==> src/rtl/fetch_unit.sv <==
`default_nettype none
// ============================================================================
//  Module   : fetch_unit
//  Purpose  : Continuous instruction fetch stage. Issues one memory request at
//             a time, queues {pc, instruction} pairs in a prefetch FIFO and
//             presents the FIFO head to decode. Supports redirect/flush.
//  Ports    :
//    clk_i           clock, rising edge
//    rst_i           asynchronous active-high reset
//    mem_req_o       fetch request valid
//    mem_addr_o      fetch address (stable until accepted, except on redirect)
//    mem_ready_i     memory accepts the request this cycle
//    mem_rvalid_i    read data valid
//    mem_rdata_i     instruction word
//    redirect_i      flush and restart at redirect_pc_i
//    redirect_pc_i   new PC (low two bits ignored)
//    instr_valid_o   FIFO head valid
//    instr_o         FIFO head instruction
//    instr_pc_o      FIFO head PC
//    decode_ready_i  decode consumes the head
//    fifo_count_o    occupied FIFO entries
//  Revision : 1.0 - initial release
// ============================================================================
module fetch_unit #(
   parameter int              XLEN       = 32,
   parameter logic [XLEN-1:0] RESET_PC   = 32'h8000_0000,
   parameter int              FIFO_DEPTH = 4,
   parameter int              PC_STEP    = 4
) (
   input  logic                          clk_i,
   input  logic                          rst_i,
   output logic                          mem_req_o,
   output logic [XLEN-1:0]               mem_addr_o,
   input  logic                          mem_ready_i,
   input  logic                          mem_rvalid_i,
   input  logic [XLEN-1:0]               mem_rdata_i,
   input  logic                          redirect_i,
   input  logic [XLEN-1:0]               redirect_pc_i,
   output logic                          instr_valid_o,
   output logic [XLEN-1:0]               instr_o,
   output logic [XLEN-1:0]               instr_pc_o,
   input  logic                          decode_ready_i,
   output logic [$clog2(FIFO_DEPTH):0]   fifo_count_o
);

   localparam int                 C_PTR_W = $clog2(FIFO_DEPTH);
   localparam int                 C_CNT_W = C_PTR_W + 1;
   localparam logic [C_CNT_W-1:0] C_DEPTH = C_CNT_W'(FIFO_DEPTH);

   typedef enum logic [1:0] {
      S_IDLE = 2'd0,
      S_REQ  = 2'd1,
      S_WAIT = 2'd2
   } state_t;

   state_t               r_state;
   state_t               w_state_next;
   logic [XLEN-1:0]      r_fetch_pc;
   logic [XLEN-1:0]      w_fetch_pc_next;
   logic [XLEN-1:0]      r_issued_pc;
   logic                 r_discard;
   logic                 w_discard_next;
   logic [C_PTR_W-1:0]   r_rd_ptr;
   logic [C_PTR_W-1:0]   r_wr_ptr;
   logic [C_CNT_W-1:0]   r_count;
   logic [C_CNT_W-1:0]   w_count_next;
   logic [XLEN-1:0]      r_fifo_pc    [FIFO_DEPTH];
   logic [XLEN-1:0]      r_fifo_instr [FIFO_DEPTH];

   logic                 w_accept;
   logic                 w_push;
   logic                 w_pop;
   logic                 w_valid;
   logic [XLEN-1:0]      w_redirect_pc;

   assign w_accept      = (r_state == S_REQ) && mem_ready_i;
   assign w_valid       = (r_count != '0);
   // A redirect kills both the returning response and any decode pop.
   assign w_push        = (r_state == S_WAIT) && mem_rvalid_i && !r_discard && !redirect_i;
   assign w_pop         = w_valid && decode_ready_i && !redirect_i;
   assign w_redirect_pc = redirect_pc_i & ~XLEN'(3);

   always_comb begin
      w_count_next = r_count;
      if (redirect_i) begin
         w_count_next = '0;
      end else if (w_push && !w_pop) begin
         w_count_next = r_count + C_CNT_W'(1);
      end else if (!w_push && w_pop) begin
         w_count_next = r_count - C_CNT_W'(1);
      end
   end

   // Next-state logic. A request is only raised when a FIFO slot is free for
   // its response, so responses never need back-pressure.
   always_comb begin
      w_state_next    = r_state;
      w_fetch_pc_next = r_fetch_pc;
      w_discard_next  = r_discard;
      case (r_state)
         S_IDLE: begin
            if (r_count < C_DEPTH) begin
               w_state_next = S_REQ;
            end
         end
         S_REQ: begin
            if (mem_ready_i) begin
               w_state_next    = S_WAIT;
               w_fetch_pc_next = r_fetch_pc + XLEN'(PC_STEP);
            end
         end
         S_WAIT: begin
            if (mem_rvalid_i) begin
               w_discard_next = 1'b0;
               w_state_next   = (w_count_next < C_DEPTH) ? S_REQ : S_IDLE;
            end
         end
         default: begin
            w_state_next = S_IDLE;
         end
      endcase

      // Redirect overrides everything. If a request is (or becomes) outstanding
      // without its response this cycle, wait for it and drop it on arrival.
      if (redirect_i) begin
         w_fetch_pc_next = w_redirect_pc;
         if (w_accept || ((r_state == S_WAIT) && !mem_rvalid_i)) begin
            w_state_next   = S_WAIT;
            w_discard_next = 1'b1;
         end else begin
            w_state_next   = S_REQ;
            w_discard_next = 1'b0;
         end
      end
   end

   always_ff @(posedge clk_i or posedge rst_i) begin
      if (rst_i) begin
         r_state     <= S_IDLE;
         r_fetch_pc  <= RESET_PC;
         r_issued_pc <= '0;
         r_discard   <= 1'b0;
         r_rd_ptr    <= '0;
         r_wr_ptr    <= '0;
         r_count     <= '0;
      end else begin
         r_state    <= w_state_next;
         r_fetch_pc <= w_fetch_pc_next;
         r_discard  <= w_discard_next;
         r_count    <= w_count_next;
         if (w_accept) begin
            r_issued_pc <= r_fetch_pc;
         end
         if (redirect_i) begin
            r_rd_ptr <= '0;
            r_wr_ptr <= '0;
         end else begin
            if (w_push) begin
               r_wr_ptr <= r_wr_ptr + C_PTR_W'(1);
            end
            if (w_pop) begin
               r_rd_ptr <= r_rd_ptr + C_PTR_W'(1);
            end
         end
      end
   end

   // Storage needs no reset: the head outputs are gated by the valid flag.
   always_ff @(posedge clk_i) begin
      if (w_push) begin
         r_fifo_pc[r_wr_ptr]    <= r_issued_pc;
         r_fifo_instr[r_wr_ptr] <= mem_rdata_i;
      end
   end

   assign mem_req_o     = (r_state == S_REQ);
   assign mem_addr_o    = r_fetch_pc;
   assign instr_valid_o = w_valid;
   assign instr_o       = w_valid ? r_fifo_instr[r_rd_ptr] : '0;
   assign instr_pc_o    = w_valid ? r_fifo_pc[r_rd_ptr]    : '0;
   assign fifo_count_o  = r_count;

endmodule
`default_nettype wire

==> config.mk <==
export PLATFORM = sky130hd
export DESIGN_NAME = fetch_unit
export DESIGN_NICKNAME = d
export VERILOG_FILES = /design/src/rtl/fetch_unit.sv
export SDC_FILE = /design/constraint.sdc
export NUM_CORES = 1
export LEC_CHECK = 0
export BUFFER_PORTS_ARGS = -buffer_cell sky130_fd_sc_hd__buf_4
export CAP_MARGIN = 10
export CORE_MARGIN = 2
export CORE_UTILIZATION = 40
export CTS_BUF_LIST = sky130_fd_sc_hd__clkbuf_2
export DETAILED_ROUTE_END_ITERATION = 8
export PLACE_DENSITY = 0.69
export SETUP_SLACK_MARGIN = 0.15
export SYNTH_ARGS = -nofsm -noshare
export SYNTH_HDL_FRONTEND = slang
export SYNTH_SLANG_ARGS = --single-unit
==> constraint.sdc <==
create_clock -name clk_i -period 3.4 [get_ports clk_i]
set_clock_uncertainty 0.15 [all_clocks]
set_input_delay 0.34 -clock clk_i [delete_from_list [all_inputs] [get_ports clk_i]]
set_output_delay 0.34 -clock clk_i [all_outputs]
set_load 0.005 [all_outputs]
==> impl_metrics.env <==
export IMPL_cp_end_kind="primary output"
export IMPL_final_max_slew_violation_count=0
export IMPL_comb_power_share_pct=26.9
export IMPL_worstPathRequired_ps=2910
export IMPL_start_util_pct=40.8
export IMPL_io_buffers=164
export IMPL_cp_max_fo=35
export IMPL_route_met3_wl_mm=1.51
export IMPL_antenna_found_initial=1
export IMPL_power_switching_uw=3100
export IMPL_power_internal_uw=7450
export IMPL_wl_mm=28.9
export IMPL_fp_dieW_um=184
export IMPL_grt_overflow=0
export IMPL_h_tree_depth=3
export IMPL_dominantRegCellSynth="edfxtp_1"
export IMPL_yosys_area_top_type="edfxtp_1"
export IMPL_synth_fa_ha_area_share_pct=0.851
export IMPL_synth_most_common_cell="edfxtp_1"
export IMPL_cpPeakStageDelay_ps=770
export IMPL_drt_iter0_markers=376
export IMPL_power_share_clock_pct=25.1
export IMPL_top_layer="met4"
export IMPL_die_h_um=184
export IMPL_syn_area_per_cell_um2=17.5
export IMPL_yosys_area_share_simple_pct=8.81
export IMPL_detail_route_antenna_nets=0
export IMPL_fp_row_count=65
export IMPL_wl_per_cell_um=18.8
export IMPL_boundaryPins=171
export IMPL_synth_edf_count=248
export IMPL_place_ws_ps=891
export IMPL_dr_wl_met2_mm=14.5
export IMPL_wl_met1_mm=12.4
export IMPL_critPathSlowestCell="dfrtp_4"
export IMPL_synth_top_area_share_pct=57.6
export IMPL_critPathLaunchType="register"
export IMPL_cts_inserted_buffers=81
export IMPL_synth_cells=741
export IMPL_finalNetCount=1151
export IMPL_synth_compound_area_share_pct=3.04
export IMPL_setup_viol=0
export IMPL_slew_headroom_pct=39.1
export IMPL_finalSetupTns_ps=0
export IMPL_synth_top_family_by_area="multiplexers"
export IMPL_holdCritPathClass="in -> reg"
export IMPL_synth_common_cells="edfxtp_1, dfrtp_1, and2_1"
export IMPL_irDropWorstVdd_v=0.000394
export IMPL_p_per_area_nw_per_um2=638
export IMPL_synthXorXnorAreaFrac_pct=0.948
export IMPL_whs_path_depth=2
export IMPL_ys_ff_latch=318
export IMPL_drc=0
export IMPL_grt_max_degree=65
export IMPL_ys_types=57
export IMPL_reg2reg_depth=5
export IMPL_grt_pass1_vias=8413
export IMPL_sw_frac_of_total_pct=29.4
export IMPL_clock_latency_ps=810
export IMPL_dieArea_um2=33800
export IMPL_rsz0062_at_grt="false"
export IMPL_core_um2=31700
export IMPL_cts_sinks=318
export IMPL_pwr_share_seq_pct=48.0
export IMPL_vias=7860
export IMPL_synthMuxAreaShare_pct=13.2
export IMPL_maxCapViolCount=0
export IMPL_path_clk_slew_ps=110
export IMPL_grt_first_pass_wirelength_mm=44.9
export IMPL_drtPass1Iterations=4
export IMPL_timing_fmax_mhz=331
export IMPL_fillers=2661
export IMPL_worst_pin_slew_ps=913
export IMPL_crit_chain="buf_12, mux4_2, and2_1, buf_4"
export IMPL_track_usage_pct=17.3
export IMPL_drive_above_1_share_pct=37.0
export IMPL_status="finished, final reports clean"
export IMPL_dpl_hpwl_mm=16.7
export IMPL_ctsLongestPathBuffers=3
export IMPL_setup_ws_ps=381
export IMPL_hold_end="r_fifo_instr[2][30]$_DFFE_PP_"
export IMPL_path_class="reg -> out"
export IMPL_gp_congestion=0.813
export IMPL_leakage_uw=0.00614
export IMPL_fin_crit_sh_pct=88.8
export IMPL_rrSetupSlack_ps=410
export IMPL_viasPerCell=5.11
export IMPL_synth_top_cells_by_area="edfxtp_1, dfrtp_1, mux4_2, and2_1, mux2_2"
export IMPL_yosys_warnings=0
export IMPL_cts_tree="yes"
export IMPL_fin_crit_ps=3020
export IMPL_worstPathArrival_ps=2530
export IMPL_r2r_end="mem_addr_o[28]$_DFFE_PP0P_"
export IMPL_async_reset_ff_share_pct=22.0
export IMPL_synth_seq_area_share_pct=71.1
export IMPL_hold_viol=0
export IMPL_cts_root_buffer="clkbuf_2"
export IMPL_areaGrowthSynthToFinish_pct=28.0
export IMPL_netlist_area_um2=12900
export IMPL_min_from="mem_rdata_i[30]"
export IMPL_r2r_start="mem_addr_o[15]$_DFFE_PP0P_"
layout make-up:
type	count	area, um2	share of cell area [%]
Clock buffer	117	586	3.54
Sequential cell	318	9210	55.6
Inverter	12	45.0	0.272
Antenna cell	1	2.50	0.0151
Timing Repair Buffer	288	2510	15.2
Clock inverter	27	194	1.17
Tap cell	402	503	3.04
Multi-Input combinational cell	372	3500	21.2
through the flow:
step	std cells	hold WS [ps]	area (um2)	total power, uW	util (%)
global placement	1287	337	14700	7800	46.3
finish	1537	113	16600	10600	52.2
floorplan	744	289	12900	6570	-
CTS	1535	3.69	16500	10700	52.1
detailed placement	1287	352	14700	7870	46.3
global route	1537	32.7	16600	11200	52.2
what timing repair did:
item	in CTS	in global routing
hold endpoints to repair	226	0
setup buffers	0	0
gates cloned	0	1
hold buffers	104	0
endpoints found under the setup margin	3	31
resized for setup	1	2
power groups by stage:
stage               Combinational [uW]  Clock (uW)  Sequential, uW
global placement                  2690           0            5110
floorplan                         1580           0            4980
finish                            2830        2650            5070
CTS                               2850        2760            5060
global route                      3110        2960            5130
detailed placement                2720           0            5150
layer usage:
metal  vias up  track usage (%)
met3        49             3.80
met2       260             29.4
li1       3616                -
met4         0             6.34
met5         -                0
met1      3935             21.9
critical path, delay by kind of cell (launching register included):
kind                   cells  cell delay [ps]
flip-flops                 1              770
buffers and inverters      2              430
multiplexers               1              330
AND/OR/NAND/NOR            1              180
flip-flops by register name (all words and copies together), names as in the netlist:
name,count
r_fifo_instr,128
r_wr_ptr,2
r_state,2
r_issued_pc,30
r_fifo_pc,120
r_discard,1
fifo_count_o,3
r_rd_ptr,2
mem_addr_o,30
logic make-up after synthesis:
family,after synthesis
other,1
xor gates and xnor gates,14
adders and majority gates,9
DFF,318
and+or+nand+nor,192
buffers and inverters,54
AOI/OAI and AO/OA,63
muxes,90
worst max-delay path by stage:
stage                       startpoint                      endpoint  slack [ps]  cells after the start
5_1_grt        r_rd_ptr[1]$_DFFE_PP0P_                   instr_o[31]         160                      4
2_1_floorplan   r_state[0]$_DFFE_PP0P_  r_fifo_instr[1][0]$_DFFE_PP_         420                      4
4_1_cts        r_rd_ptr[0]$_DFFE_PP0P_                 instr_pc_o[9]         160                      4
3_5_place_dp    r_state[0]$_DFFE_PP0P_  r_fifo_instr[3][8]$_DFFE_PP_         890                      4
3_3_place_gp    r_state[0]$_DFFE_PP0P_  r_fifo_instr[3][8]$_DFFE_PP_         920                      4
6_report       r_rd_ptr[1]$_DFFE_PP0P_                   instr_o[28]         380                      4
placed cells by master, fill, tap and decap left out, drive strengths merged, types with 7 or more instances in the layout:
cell type    count
dfrtp           69
nor2            14
nand3           19
xnor2            8
or3              7
mux4            62
a31oi            9
ha               8
o211ai           9
clkinv          23
buf            183
mux2            27
inv             12
nand2           30
and2            67
clkbuf         118
nand4           10
o21ai           25
dlygate4sd3    104
or4             12
edfxtp         248
No activity file was read; power rests on OpenSTA's default activity.
